$ cat src/rtl/conv_ser_sched.sv
// Serial scheduler: buffers CHANNEL_NUM*MTRX_NUM samples per output pixel, then replays them as one framed burst.
// Optional stall statistics output enabled by defining CONV_SER_SCHED_STATS_EN.
module conv_ser_sched #(
  parameter int DATA_WIDTH  = 8,
  parameter int CHANNEL_NUM = 3,
  parameter int MTRX_NUM    = 8,
  parameter int STRING_LEN  = 224,
  parameter int STRING_NUM  = 224,
  parameter int GAP_CYCLES  = 4
) (
  input  logic                  clk,
  input  logic                  reset_n,
  input  logic                  start_i,
  input  logic                  in_valid_i,
  input  logic [DATA_WIDTH-1:0] in_data_i,
  output logic                  in_ready_o,
  output logic                  valid_o,
  output logic [DATA_WIDTH-1:0] data_o,
  output logic                  sop_o,
  output logic                  eop_o,
  output logic                  sof_o,
  output logic                  eof_o,
  output logic                  busy_o,
  output logic                  done_o
`ifdef CONV_SER_SCHED_STATS_EN
  ,
  output logic [31:0]           stall_cnt_o
`endif
);
  // Input handshake: a sample moves when in_valid_i and in_ready_o are both high at a rising edge.
  localparam int GROUP  = CHANNEL_NUM * MTRX_NUM;
  localparam int IDX_W  = (GROUP > 1) ? $clog2(GROUP) : 1;
  localparam int RD_W   = $clog2(GROUP + 1);
  localparam int PIX_W  = (STRING_LEN > 1) ? $clog2(STRING_LEN) : 1;
  localparam int LINE_W = (STRING_NUM > 1) ? $clog2(STRING_NUM) : 1;
  localparam int GAP_W  = (GAP_CYCLES > 1) ? $clog2(GAP_CYCLES) : 1;

  localparam logic [IDX_W-1:0]  WR_LAST   = IDX_W'(GROUP - 1);
  localparam logic [RD_W-1:0]   RD_LAST   = RD_W'(GROUP - 1);
  localparam logic [RD_W-1:0]   RD_END    = RD_W'(GROUP);
  localparam logic [PIX_W-1:0]  PIX_LAST  = PIX_W'(STRING_LEN - 1);
  localparam logic [LINE_W-1:0] LINE_LAST = LINE_W'(STRING_NUM - 1);
  localparam logic [GAP_W-1:0]  GAP_LAST  = GAP_W'((GAP_CYCLES > 0) ? GAP_CYCLES - 1 : 0);

  typedef enum logic [2:0] {S_IDLE, S_FILL, S_ISSUE, S_GAP, S_DONE} state_t;

  state_t                r_state, w_next;
  logic [DATA_WIDTH-1:0] r_buf [GROUP];
  logic [IDX_W-1:0]      r_wr;
  logic [RD_W-1:0]       r_rd;
  logic [GAP_W-1:0]      r_gap;
  logic [PIX_W-1:0]      r_pix;
  logic [LINE_W-1:0]     r_line;
  logic                  r_valid, r_sop, r_eop, r_sof, r_eof, r_done;
  logic [DATA_WIDTH-1:0] r_data;

  logic                  w_accept, w_emit, w_issue_end, w_last_group, w_sop, w_eop;
  logic [IDX_W-1:0]      w_rd_idx;

  assign w_accept     = (r_state == S_FILL) && in_valid_i;
  // ISSUE runs one cycle past the last read so the registered burst finishes before leaving.
  assign w_emit       = (r_state == S_ISSUE) && (r_rd != RD_END);
  assign w_issue_end  = (r_state == S_ISSUE) && (r_rd == RD_END);
  assign w_last_group = (r_pix == PIX_LAST) && (r_line == LINE_LAST);
  assign w_rd_idx     = r_rd[IDX_W-1:0];
  assign w_sop        = w_emit && (r_rd == '0) && (r_pix == '0);
  assign w_eop        = w_emit && (r_rd == RD_LAST) && (r_pix == PIX_LAST);

  always_comb begin
    w_next     = r_state;
    in_ready_o = 1'b0;
    case (r_state)
      S_IDLE:  if (start_i) w_next = S_FILL;
      S_FILL: begin
        in_ready_o = 1'b1;
        if (in_valid_i && (r_wr == WR_LAST)) w_next = S_ISSUE;
      end
      S_ISSUE: begin
        if (r_rd == RD_END) begin
          if (w_last_group)         w_next = S_DONE;
          else if (GAP_CYCLES == 0) w_next = S_FILL;
          else                      w_next = S_GAP;
        end
      end
      S_GAP:   if (r_gap == GAP_LAST) w_next = S_FILL;
      S_DONE:  w_next = S_IDLE;
      default: w_next = S_IDLE;
    endcase
  end

  always_ff @(posedge clk) begin
    if (!reset_n) begin
      r_state <= S_IDLE;
      r_wr    <= '0;
      r_rd    <= '0;
      r_gap   <= '0;
      r_pix   <= '0;
      r_line  <= '0;
      r_valid <= 1'b0;
      r_data  <= '0;
      r_sop   <= 1'b0;
      r_eop   <= 1'b0;
      r_sof   <= 1'b0;
      r_eof   <= 1'b0;
      r_done  <= 1'b0;
    end else begin
      r_state <= w_next;
      if (w_accept) r_wr <= (r_wr == WR_LAST) ? '0 : r_wr + 1'b1;
      r_rd  <= w_emit ? r_rd + 1'b1 : '0;
      r_gap <= (r_state == S_GAP) ? r_gap + 1'b1 : '0;
      if (w_issue_end) begin
        if (r_pix == PIX_LAST) begin
          r_pix  <= '0;
          r_line <= (r_line == LINE_LAST) ? '0 : r_line + 1'b1;
        end else begin
          r_pix <= r_pix + 1'b1;
        end
      end else if (r_state == S_DONE) begin
        r_pix  <= '0;
        r_line <= '0;
      end
      r_valid <= w_emit;
      r_data  <= w_emit ? r_buf[w_rd_idx] : '0;
      r_sop   <= w_sop;
      r_eop   <= w_eop;
      r_sof   <= w_sop && (r_line == '0);
      r_eof   <= w_eop && (r_line == LINE_LAST);
      r_done  <= (r_state == S_DONE);
    end
  end

  // Buffer contents need no reset: the write pointer decides what is valid.
  always_ff @(posedge clk) begin
    if (w_accept) r_buf[r_wr] <= in_data_i;
  end

  assign valid_o = r_valid;
  assign data_o  = r_data;
  assign sop_o   = r_sop;
  assign eop_o   = r_eop;
  assign sof_o   = r_sof;
  assign eof_o   = r_eof;
  assign done_o  = r_done;
  assign busy_o  = (r_state != S_IDLE);

`ifdef CONV_SER_SCHED_STATS_EN
  logic [31:0] r_stall_cnt;

  always_ff @(posedge clk) begin
    if (!reset_n) begin
      r_stall_cnt <= '0;
    end else if ((r_state == S_IDLE) && start_i) begin
      r_stall_cnt <= '0;
    end else if ((r_state == S_FILL) && !in_valid_i && (r_stall_cnt != '1)) begin
      r_stall_cnt <= r_stall_cnt + 32'd1;
    end
  end

  assign stall_cnt_o = r_stall_cnt;
`endif

endmodule

$ cat config.mk
export PLATFORM = sky130hd
export DESIGN_NAME = conv_ser_sched
export DESIGN_NICKNAME = d
export VERILOG_FILES = /design/src/rtl/conv_ser_sched.sv
export SDC_FILE = /design/constraint.sdc
export NUM_CORES = 1
export LEC_CHECK = 0
export CAP_MARGIN = 20
export CORE_ASPECT_RATIO = 1.2
export CORE_MARGIN = 1
export CORE_UTILIZATION = 45
export DETAILED_ROUTE_END_ITERATION = 10
export HOLD_SLACK_MARGIN = 0.06
export PLACE_DENSITY = 0.63
export SETUP_SLACK_MARGIN = 0.3
export SLEW_MARGIN = 5
export SYNTH_ARGS = -nofsm -noshare
export SYNTH_HDL_FRONTEND = slang
export SYNTH_SLANG_ARGS = --single-unit
$ cat constraint.sdc
create_clock -name clk -period 2.3 [get_ports clk]
set_input_delay 0.46 -clock clk [delete_from_list [all_inputs] [get_ports clk]]
set_output_delay 0.46 -clock clk [all_outputs]
set_load 0.03 [all_outputs]
==> flow_summary.yaml <==
timing:
  worst_pin_slew_ns: 0.5570
  slew_viol_final: 0
  min_period_ns: 1.967
  rsz0062_at_grt: "false"
  slew_headroom_pct: 62.71
  fmax_ghz: 0.5084
  skew_ns: 0.008742
  post-route-period-util_pct: 85.52
  final_hold_viol_count: 0
  setup_viol: 0
  finalSetupTns_ns: 0
global_routing:
  grt_pass1_wl_mm: 32.60
  track_usage_pct: 19.93
  antenna_found_initial: 0
  grt_pass1_vias: 5575
  grt_start_max_net_pins: 30
  gr-total-overflow: 0
placed_design:
  dp.cells: 910
  numPortBuffers: 27
  dp_hpwl_mm: 13.79
  gp_congestion: 0.9181
setup_path:
  arrival_ns: 1.51
  cpMaxStageDelayCell: "clkdlybuf4s50_1"
  r2r_cells: 5
  cp.required_ns: 1.84
  worstSetupEndpointType: "output pin"
  reg2reg_from: "r_pix[1]"
  critPathLaunchType: "flip-flop"
  r2r_end: "r_line[5]"
  cpPeakStageDelay_ns: 0.67
  crit_family: "buffers and inverters"
  cp_cell_sequence: "clkdlybuf4s50_1"
  worst-path-buf-inv: 1
  path_class: "reg2out"
  worstPathMaxFanout: 1
  rrSetupSlack_ns: 0.34
drt:
  vias: 5426
  drc: 0
  route.detailed.wl_per_inst_um: 21.41
  ant_nets: 0
  routed_via_density: 5.652
  first_pass_iters: 7
  drtIter0Drc: 572
  drt_wl_total_mm: 20.56
power_and_ir_drop:
  power_density_nw_per_um2: 834.8
  peakVddDrop_v: 0.0006991
  p_leak_nw: 3.757
die:
  core_area_um2: 20900
  die_area_um2: 21870
  rows: 58
  start_util_pct: 45.83
  dieHeight_um: 161.8
  fp.dieW_um: 135.2
  ios: 28
clock_network:
  cts_hold_buf: 0
  clkSinkCount: 237
  cts_root_buf: "clkbuf_16"
  clkLatencyLatePin_ns: 0.51
  path_clk_slew_ns: 0.06
  cts_buffers: 25
  clockBufferDepth: 3
  cts_tree: "yes"
  htree_levels: 1
min_path:
  min_to: "r_gap[0]"
  whs_path_depth: 1
  hold_class: "reg2reg"
  hp-start: "r_gap[0]"
finish:
  drive_gt1_share_pct: 27.68
  nets: 695
  antenna_cells: 0
  areaGrowthSynthToFinish_pct: 19.05
  stdcell_count: 960
logic_synthesis:
  syn_inst: 585
  async_reset_ff_share_pct: 0
  syn_nets: 608
  syn_area_per_cell_um2: 16.37
  ys_seq_area_share_pct: 69.60
  synth_edf_count: 192
  synthDistinctLibCells: 58
  yosysWarnings: 0
  syn_area_um2: 9578
  ys_ff_latch: 237
  synth_ff_type: "edfxtp_1"
run_status:
  outcome: "finished, final reports clean"
flow_run:
  maxCapViolCount: 0
## metal layers
layer,share of wire (%),up-vias,track usage (%)
met2,51,159,33.82
met3,4.8,27,2.310
met5,0,-,0
met4,2.2,0,6.282
li1,-,2484,-
met1,42,2756,26.83
## synth_stat cells, types with 8 or more instances
master | number | area share [%]
nand3_1 | 17 | 0.89
buf_2 | 16 | 0.84
mux2_2 | 16 | 1.9
o2111ai_1 | 8 | 0.73
a21oi_1 | 10 | 0.52
nor2_1 | 43 | 1.7
nor3_1 | 14 | 0.73
dfxtp_1 | 45 | 9.4
mux4_2 | 48 | 11
edfxtp_1 | 192 | 60
nand2_1 | 43 | 1.7
inv_1 | 19 | 0.74
ha_1 | 11 | 1.4
## cell type report
type | instances | area, µm²
fillers | 1652 | 9498
flip-flops and latches | 237 | 6674
multi-input cells | 299 | 2750
repair buffers | 87 | 742.0
clock buffers | 28 | 636.9
well taps | 270 | 337.8
clock inverters | 17 | 178.9
inverters | 22 | 82.58
## layout by cell type, fill, tap and decap left out, types with 17 or more instances in the layout
cell type	instances
clkdlybuf4s50_1	21
nand3_1	17
nand2_1	38
edfxtp_1	192
nor2_1	43
clkbuf_16	25
mux4_2	48
buf_4	57
inv_1	19
dfxtp_1	39
## repair_timing
action                     CTS  global route
buffers inserted             0             5
gates resized for setup     16            15
setup endpoints to repair   25           152
hold endpoints to repair     0             0
## sequential cells by signal (all words and copies together), names as in the netlist, 2 cells and up
register  cells
r_state       3
r_gap         2
r_line        8
r_buf       192
r_rd          5
r_pix         8
r_wr          5
data_o        8
## logic make-up (layout without fill, tap and decap cells)
| family | after synthesis | count (layout) | share of synthesized area (%) |
|---|---|---|---|
| adders and majority gates | 11 | 11 | 1.437 |
| buffers and inverters | 49 | 154 | 2.234 |
| xor gates and xnor gates | 4 | 4 | 0.3658 |
| and+or+nand+nor | 161 | 161 | 8.609 |
| muxes | 64 | 64 | 13.17 |
| AOI/OAI and AO/OA | 59 | 59 | 4.585 |
| DFF | 237 | 237 | 69.60 |
## through the flow
| stage | hold WS [ns] | instance area, µm² | power [mW] | utilization (%) | setup WS, ns |
|---|---|---|---|---|---|
| 2_1_floorplan | 0.3974 | 9593 | 5.280 | - | 0.2568 |
| 3_3_place_gp | 0.4064 | 10500 | 5.597 | 50.24 | -0.1138 |
| 3_5_place_dp | 0.4160 | 10500 | 5.618 | 50.24 | -0.1096 |
| 4_1_cts | 0.4251 | 11320 | 9.572 | 54.18 | 0.2500 |
| 5_1_grt | 0.4500 | 11400 | 9.834 | 54.56 | 0.2994 |
| 6_report | 0.4182 | 11400 | 9.519 | 54.56 | 0.3330 |
## power by group
part           switching [mW]  internal (mW)  total [mW]
clock network            1.62           2.34        3.96
logic                   0.449          0.335       0.783
registers              0.0697           4.71        4.78
total                    2.14           7.38        9.52
## worst max-delay path by stage
stage	startpoint	endpoint	cells after the start
floorplan	r_rd[1]	r_line[7]	10
CTS	r_state[0]	in_ready_o	2
detailed placement	in_valid_i	r_buf[4][1]	6
global route	r_rd[0]	data_o[7]	5
finish	data_o[1]	data_o[1]	1
global placement	in_valid_i	r_buf[20][0]	6
(Power assumes the default switching activity.)
